==> config.mk <==
export PLATFORM = sky130hd
export DESIGN_NAME = alu_op_sequencer
export DESIGN_NICKNAME = d
export VERILOG_FILES = /design/src/rtl/alu_op_sequencer.sv
export SDC_FILE = /design/constraint.sdc
export NUM_CORES = 1
export LEC_CHECK = 0
export CORE_MARGIN = 4
export CORE_UTILIZATION = 39
export DETAILED_ROUTE_END_ITERATION = 6
export PLACE_DENSITY_LB_ADDON = 0.3
export SLEW_MARGIN = 20
export SYNTH_ARGS = -nofsm -noshare
export SYNTH_HDL_FRONTEND = slang
export SYNTH_SLANG_ARGS = --single-unit
==> constraint.sdc <==
create_clock -name clk -period 2 [get_ports clk]
set_input_delay 0.3 -clock clk [delete_from_list [all_inputs] [get_ports clk]]
set_output_delay 0.3 -clock clk [all_outputs]
set_load 0.01 [all_outputs]
==> src/rtl/alu_op_sequencer.sv <==
// Request-side sequencer for the datapath ALU: decodes RV32I fields into alu_control,
// drives registered ALU operands and returns the captured result over valid/ready.
module alu_op_sequencer #(
    parameter int unsigned REG_WIDTH = 32
) (
    input  logic                 clk,
    input  logic                 reset_b,
    input  logic                 req_valid,
    output logic                 req_ready,
    input  logic [6:0]           opcode,
    input  logic [2:0]           funct3,
    input  logic                 funct7_5,
    input  logic [REG_WIDTH-1:0] rs1_data,
    input  logic [REG_WIDTH-1:0] rs2_data,
    input  logic [REG_WIDTH-1:0] imm,
    output logic [REG_WIDTH-1:0] alu_in1,
    output logic [REG_WIDTH-1:0] alu_in2,
    output logic [3:0]           alu_control,
    input  logic [REG_WIDTH-1:0] alu_result,
    output logic                 resp_valid,
    input  logic                 resp_ready,
    output logic [REG_WIDTH-1:0] resp_result,
    output logic                 resp_zero,
    output logic                 resp_illegal
);

    localparam int unsigned OP_W   = 7;
    localparam int unsigned CTRL_W = 4;

    localparam logic [CTRL_W-1:0] ALU_AND = CTRL_W'(4'b0000);
    localparam logic [CTRL_W-1:0] ALU_OR  = CTRL_W'(4'b0001);
    localparam logic [CTRL_W-1:0] ALU_ADD = CTRL_W'(4'b0010);
    localparam logic [CTRL_W-1:0] ALU_XOR = CTRL_W'(4'b0011);
    localparam logic [CTRL_W-1:0] ALU_SUB = CTRL_W'(4'b0110);

    localparam logic [OP_W-1:0] OP_R      = OP_W'(7'b0110011);
    localparam logic [OP_W-1:0] OP_I      = OP_W'(7'b0010011);
    localparam logic [OP_W-1:0] OP_LOAD   = OP_W'(7'b0000011);
    localparam logic [OP_W-1:0] OP_STORE  = OP_W'(7'b0100011);
    localparam logic [OP_W-1:0] OP_BRANCH = OP_W'(7'b1100011);

    typedef enum logic [1:0] {
        IDLE = 2'd0,
        EXEC = 2'd1,
        RESP = 2'd2
    } state_t;

    state_t                 state;
    state_t                 state_next;
    logic                   accept_c;
    logic                   illegal_q;
    logic [CTRL_W-1:0]      dec_ctrl;
    logic [REG_WIDTH-1:0]   dec_in1;
    logic [REG_WIDTH-1:0]   dec_in2;
    logic                   dec_illegal;
    logic [REG_WIDTH-1:0]   exec_result_c;

    // Instruction decode; illegal requests are neutralised to ADD 0 + 0
    always_comb begin
        dec_ctrl    = ALU_ADD;
        dec_in1     = rs1_data;
        dec_in2     = rs2_data;
        dec_illegal = 1'b0;
        case (opcode)
            OP_R, OP_I: begin
                if (opcode == OP_I) begin
                    dec_in2 = imm;
                end
                case (funct3)
                    3'b000:  dec_ctrl = (opcode == OP_R && funct7_5) ? ALU_SUB : ALU_ADD;
                    3'b100:  dec_ctrl = ALU_XOR;
                    3'b110:  dec_ctrl = ALU_OR;
                    3'b111:  dec_ctrl = ALU_AND;
                    default: dec_illegal = 1'b1;
                endcase
            end
            OP_LOAD, OP_STORE: begin
                dec_in2 = imm;
            end
            OP_BRANCH: begin
                if (funct3 == 3'b000 || funct3 == 3'b001) begin
                    dec_ctrl = ALU_SUB;
                end else begin
                    dec_illegal = 1'b1;
                end
            end
            default: dec_illegal = 1'b1;
        endcase
        if (dec_illegal) begin
            dec_ctrl = ALU_ADD;
            dec_in1  = '0;
            dec_in2  = '0;
        end
    end

    always_ff @(posedge clk) begin
        if (!reset_b) begin
            state <= IDLE;
        end else begin
            state <= state_next;
        end
    end

    always_comb begin
        state_next = state;
        accept_c   = 1'b0;
        case (state)
            IDLE: begin
                if (req_valid) begin
                    accept_c   = 1'b1;
                    state_next = EXEC;
                end
            end
            EXEC: state_next = RESP;
            RESP: begin
                if (resp_ready) begin
                    state_next = IDLE;
                end
            end
            default: state_next = IDLE;
        endcase
    end

    assign exec_result_c = illegal_q ? '0 : alu_result;

    // Registered handshake flags, ALU drive and response capture
    always_ff @(posedge clk) begin
        if (!reset_b) begin
            req_ready    <= 1'b1;
            resp_valid   <= 1'b0;
            alu_in1      <= '0;
            alu_in2      <= '0;
            alu_control  <= ALU_ADD;
            illegal_q    <= 1'b0;
            resp_result  <= '0;
            resp_zero    <= 1'b0;
            resp_illegal <= 1'b0;
        end else begin
            req_ready  <= (state_next == IDLE);
            resp_valid <= (state_next == RESP);
            if (accept_c) begin
                alu_in1     <= dec_in1;
                alu_in2     <= dec_in2;
                alu_control <= dec_ctrl;
                illegal_q   <= dec_illegal;
            end
            if (state == EXEC) begin
                resp_result  <= exec_result_c;
                resp_zero    <= (exec_result_c == '0);
                resp_illegal <= illegal_q;
            end
        end
    end

endmodule

==> impl_metrics.toml, run 1 <==
[finish]
layout-drive-gt1-share_pct = 5.315
diodes = 0
stdcell_count = 858
syn_to_final_growth_pct = 62.70
final_design_area_no_fill_sq_um = 7500
final_nets = 853

[worst_setup_path]
startpoint = "req_valid"
crit_fanout = 34
r2r_start = "state[0]"
worstSetupPathType = "in -> reg"
cp-end-kind = "flip-flop"
rrSetupSlack_ps = 370
critPathCapture = "alu_in1[5]"
worstPathRequired_ps = 2240
cp_data_arrival_time_ps = 1910
critPathLaunchType = "primary input"
r2r-end = "alu_in1[5]"
reg2reg_depth = 4

[route]
wire_per_inst_um = 17.18
routed_wl_mm = 14.74
drt-pass1-iter-count = 4
viasPerCell = 5.316
vias = 4561
drc = 0
ant_nets = 0
drt-initial-drc-count = 332

[timing]
timing.fmax_mhz = 597.2
timing.final.crit_share_pct = 83.73
finalSetupViolCount = 0
hold_viol_final = 0
slew_violations = 0
fin_crit_ps = 1675
skew_ps = 7.075
rsz0062_at_grt = "false"
finalSetupTns_ps = 0

[clock_tree]
postCtsSetupBuffers = 0
numCtsBuffers = 9
clock_path_buffers = 2
worstSkewPairLatency_ps = 350
cts_sinks = 106
h-tree-depth = 3
cts-hold-fix-buffers = 0
cts_resized = 0
cts-root-buf = "clkbuf_16"
cts_tree = "yes"
clkTransAtPathRegs_ps = 70

[min_path]
hp-class = "in -> reg"
hold_path_depth = 2

[power_and_ir_drop]
ir_drop_uv = 475.1
power_density_nw_per_um2 = 642.8
power_leakage_nw = 2.581

[place]
gp_congestion = 0.8139
hpwl_mm = 10.77
io_buffers = 245
dp_cells = 842
dpl_cell_area_sq_um = 7182

[global_routing]
overflow = 0
grt_antenna_before_repair = 0
grt_max_degree = 69
grt_pass1_vias = 4471
grt_pass1_wl_mm = 22.33
grt_usage_pct = 20.73

[yosys]
syn_area_sq_um = 4609
synth_edf_count = 0
yosys_most_used_dff = "dfxtp_1"
avgSynthCellArea_sq_um = 9.369
ys.warnings.count = 0
synth_cell_types = 32
ys_seq_area_share_pct = 46.04
synth.net_count = 635
synth_seq_cells = 106
async_reset_ff_share_pct = 0
synthCells = 492

[outcome]
status = "completed"

[floorplanning]
dieArea_sq_um = 13620
rows = 39
num_io_pins = 247
coreArea_sq_um = 11520
initial_core_util_pct = 40.03
dieHeight_um = 116.7
die_w_um = 116.7

[run]
drv_cap = 0
power by group:
part | leakage (nW) | switching, W | internal, W
registers | 0.857 | 0.0000216 | 0.00215
logic | 1.56 | 0.000309 | 0.000445
clock network | 0.160 | 0.000797 | 0.00110
total | 2.58 | 0.00113 | 0.00369
flip-flops by register name (all words and copies together) (netlist names):
signal        flops
resp_result      32
resp_illegal      1
alu_in1          32
illegal_q         1
req_ready         1
alu_in2          32
alu_control       3
resp_valid        1
resp_zero         1
state             2
per-stage QoR:
stage | hold slack, ps | total power [W] | setup slack, ps | util [%]
floorplan | 425.5 | 0.002518 | 521.1 | -
global placement | 453.3 | 0.002958 | -34.75 | 62.36
detailed placement | 463.1 | 0.002976 | -39.20 | 62.36
CTS | 172.4 | 0.004861 | 333.2 | 65.12
global route | 179.5 | 0.005023 | 234.0 | 65.12
finish | 185.7 | 0.004821 | 325.4 | 65.12
Yosys cell counts (8+ instances only):
| master | count | area [sq um] |
|---|---|---|
| a32o_1 | 32 | 320.3 |
| buf_2 | 18 | 90.09 |
| dfxtp_1 | 106 | 2122 |
| nor3b_1 | 34 | 255.2 |
| nand2_1 | 36 | 135.1 |
| nor2b_1 | 33 | 206.5 |
| nor4_1 | 8 | 50.05 |
| a21boi_0 | 34 | 255.2 |
| o21ai_1 | 30 | 150.1 |
| a22o_1 | 34 | 297.8 |
| a21oi_1 | 65 | 325.3 |
| clkbuf_1 | 28 | 105.1 |
logic make-up (layout without fill, tap and decap cells):
| logic type | Yosys count | count (layout) | share of synthesized area, % |
|---|---|---|---|
| AO/OA/AOI/OAI | 204 | 204 | 30.92 |
| flip-flops | 106 | 106 | 46.04 |
| buffers and inverters | 52 | 275 | 6.107 |
| multiplexers | 2 | 2 | 0.4343 |
| other | 1 | 1 | 0.08136 |
| AND/OR/NAND/NOR | 127 | 127 | 16.42 |
worst max-delay path, stage by stage:
cell	delay, ps
clkdlybuf4s50_1	470
or3b_2	510
and2_1	220
buf_12	170
a22o_1	240
area by class of cell:
class / instances / area, sq um
Clock inverter: 7 / 92.59
Timing Repair Buffer: 259 / 2665
Clock buffer: 9 / 225.2
Fill cell: 937 / 4016
Tap cell: 143 / 178.9
Multi-Input combinational cell: 334 / 2216
Sequential cell: 106 / 2122
layer usage:
layer	share of wire, %	vias to the layer above	routed length (um)	GRT usage, %
met5	0	-	0	0
met4	2.4	0	348	8.945
met3	9.2	23	1357	6.736
met2	48	197	7139	34.96
met1	40	2092	5898	24.08
li1	-	2249	-	-
placed cells by master (no fill, tap or decap), types with 2 or more instances in the layout:
cell,count
a21boi_0,34
a21oi_1,65
a22o_1,34
a32o_1,32
and2_1,2
buf_12,9
buf_4,5
bufinv_16,2
clkbuf_16,9
clkdlybuf4s50_1,244
clkinv_2,3
dfxtp_1,106
mux2i_1,2
nand2_1,36
nand4_1,2
nor2_1,4
nor2b_1,33
nor3b_1,34
nor4_1,8
o211a_1,2
o21ai_0,2
o21ai_1,30
how the worst min path moves through the flow:
| stage | start | to | slack, ps |
|---|---|---|---|
| 2_1_floorplan | rs1_data[0] | alu_in1[0] | 430 |
| 3_3_place_gp | alu_in2[16] | alu_in2[16] | 450 |
| 3_5_place_dp | alu_in2[7] | alu_in2[7] | 460 |
| 4_1_cts | reset_b | alu_control[1] | 170 |
| 5_1_grt | reset_b | alu_control[1] | 180 |
| 6_report | reset_b | alu_control[1] | 190 |
(Power assumes the default switching activity.)
==> run 2: changes to the inputs <==
--- a/config.mk
+++ b/config.mk
@@ -6,7 +6,7 @@
 export NUM_CORES = 1
 export LEC_CHECK = 0
 export CORE_MARGIN = 4
-export CORE_UTILIZATION = 39
+export CORE_UTILIZATION = 36
 export DETAILED_ROUTE_END_ITERATION = 6
 export PLACE_DENSITY_LB_ADDON = 0.3
 export SLEW_MARGIN = 20
==> constraint.sdc (replaced) <==
create_clock -name clk -period 1.4 [get_ports clk]
set_input_delay 0.21 -clock clk [delete_from_list [all_inputs] [get_ports clk]]
set_output_delay 0.21 -clock clk [all_outputs]
set_load 0.01 [all_outputs]
==> impl_metrics.toml, run 2 (synthesis results as in run 1) <==
[finish]
syn_to_final_growth_pct = 75.38
final_common_cell = "clkdlybuf4s50_1"
final_nets = 897
layout-drive-gt1-share_pct = 14.38
top_regs = "alu_in1 (32), alu_in2 (32), resp_result (32)"
stdcell_count = 931
final_cell_mix = "clkdlybuf4s50_1 (134), dlygate4sd2_1 (107), dfxtp_1 (105)"

[clock_tree]
worstSkewPairLatency_ps = 340
numCtsBuffers = 9
clkTransAtPathRegs_ps = 60
h-tree-depth = 3
cts-root-buf = "clkbuf_16"
cts-hold-fix-buffers = 0
clock_path_buffers = 2
cts_sinks = 106
cts_tree = "yes"

[route]
drt-initial-drc-count = 307
routed_wl_mm = 17.01
drc = 0
ant_nets = 0
vias = 4866
wire_per_inst_um = 18.27
viasPerCell = 5.227
drt-pass1-iter-count = 4

[outcome]
status = "finished, violations left"
violations = "setup timing"

[power_and_ir_drop]
power_leakage_nw = 3.376
ir_drop_uv = 649.1
power_density_nw_per_um2 = 821.4

[min_path]
hp-class = "in -> reg"

[global_routing]
grt_max_degree = 54
grt_antenna_before_repair = 2
grt_usage_pct = 22.24
grt_pass1_vias = 4956
overflow = 0
grt_pass1_wl_mm = 26.08

[floorplanning]
num_io_pins = 247
dieArea_sq_um = 14680
coreArea_sq_um = 12570
dieHeight_um = 121.2
die_w_um = 121.2
rows = 41
initial_core_util_pct = 36.67

[place]
hpwl_mm = 11.03
pre_cts_slack_ps = -571.4
io_buffers = 245
gp_congestion = 0.8392
dp_cells = 892

[run]
drv_cap = 0

[timing]
rsz0062_at_grt = "true"
skew_ps = 6.069
slew_violations = 0
hold_viol_final = 0
fin_crit_ps = 1534
timing.final.crit_share_pct = 109.5
worst_slack_ps = -133.6
finalSetupViolCount = 67
timing.fmax_mhz = 652.0

[worst_setup_path]
cp_data_arrival_time_ps = 1810
worstSetupPathType = "in -> reg"
critPathLaunchType = "primary input"
cp-end-kind = "flip-flop"
crit_fanout = 8
worstPathRequired_ps = 1680
==> run 2: cell count changes in the layout (fill, tap and decap cells not counted), sizes merged <==
cell,before,now
clkdlybuf4s50,244,134
dlygate4sd2,0,107
buf,15,54
clkbuf,9,16
clkinv,4,0
clkdlybuf4s15,0,3
bufbuf,0,2
bufinv,2,0
clkinvlp,0,2
diode,0,1
inv,1,0
==> run 2: report_power, final <==
part	leakage (nW)	internal [W]	switching [W]
Sequential	0.858	0.00307	0.0000287
Combinational	2.40	0.000727	0.000512
Clock	0.116	0.00120	0.00110
Total	3.38	0.00500	0.00164
==> run 2: repair_timing <==
item / in CTS / in global routing
endpoints found under the hold margin: 0 / 0
cloned: 9 / 3
gates resized for setup: 152 / 11
pin swaps: 7 / 2
setup buffers: 13 / 0
setup endpoints to repair: 175 / 89
==> run 2: area by class of cell <==
type | count | area, sq um
Antenna cell | 1 | 2.502
Clock buffer | 13 | 240.2
Clock inverter | 2 | 15.01
Fill cell | 1055 | 4484
Multi-Input combinational cell | 334 | 2350
Sequential cell | 106 | 2123
Tap cell | 172 | 215.2
Timing Repair Buffer | 303 | 3138
==> run 2: layer usage <==
layer / vias up / track usage [%] / wire (um)
met5: - / 0 / 19
met4: 2 / 8.613 / 437
met3: 33 / 6.760 / 1378
met2: 210 / 37.20 / 8266
met1: 2274 / 26.78 / 6907
li1: 2347 / - / -
==> run 2: path summary, 6_finish.rpt <==
kind                                  start           to  cells past startpoint  slack (ps)
worst max-delay path              funct3[2]   alu_in1[0]                      8        -130
worst min register to register  alu_in2[26]  alu_in2[26]                      2         470
worst min-delay path                reset_b     state[0]                      3         280
worst max register to register     state[0]  alu_in2[15]                      5        -110
==> run 2: stage by stage <==
| step | power, W | instance area, sq um | setup TNS (ps) | utilization, % | hold slack, ps |
|---|---|---|---|---|---|
| 3_5_place_dp | 0.004300 | 7377 | -34200 | 58.70 | 464.6 |
| 2_1_floorplan | 0.003625 | 4658 | -906.5 | - | 335.5 |
| 3_3_place_gp | 0.004275 | 7377 | -32070 | 58.70 | 453.5 |
| 6_report | 0.006640 | 8084 | -5876 | 64.32 | 275.3 |
| 4_1_cts | 0.006650 | 7961 | -3908 | 63.34 | 261.7 |
| 5_1_grt | 0.006926 | 8082 | -9367 | 64.30 | 289.6 |
==> run 2: worst max-delay path: stages <==
cell	delay [ps]
clkdlybuf4s15_2	190
or3b_4	400
a21oi_2	170
buf_4	130
buf_4	100
o211a_4	190
bufbuf_16	280
a22o_1	140
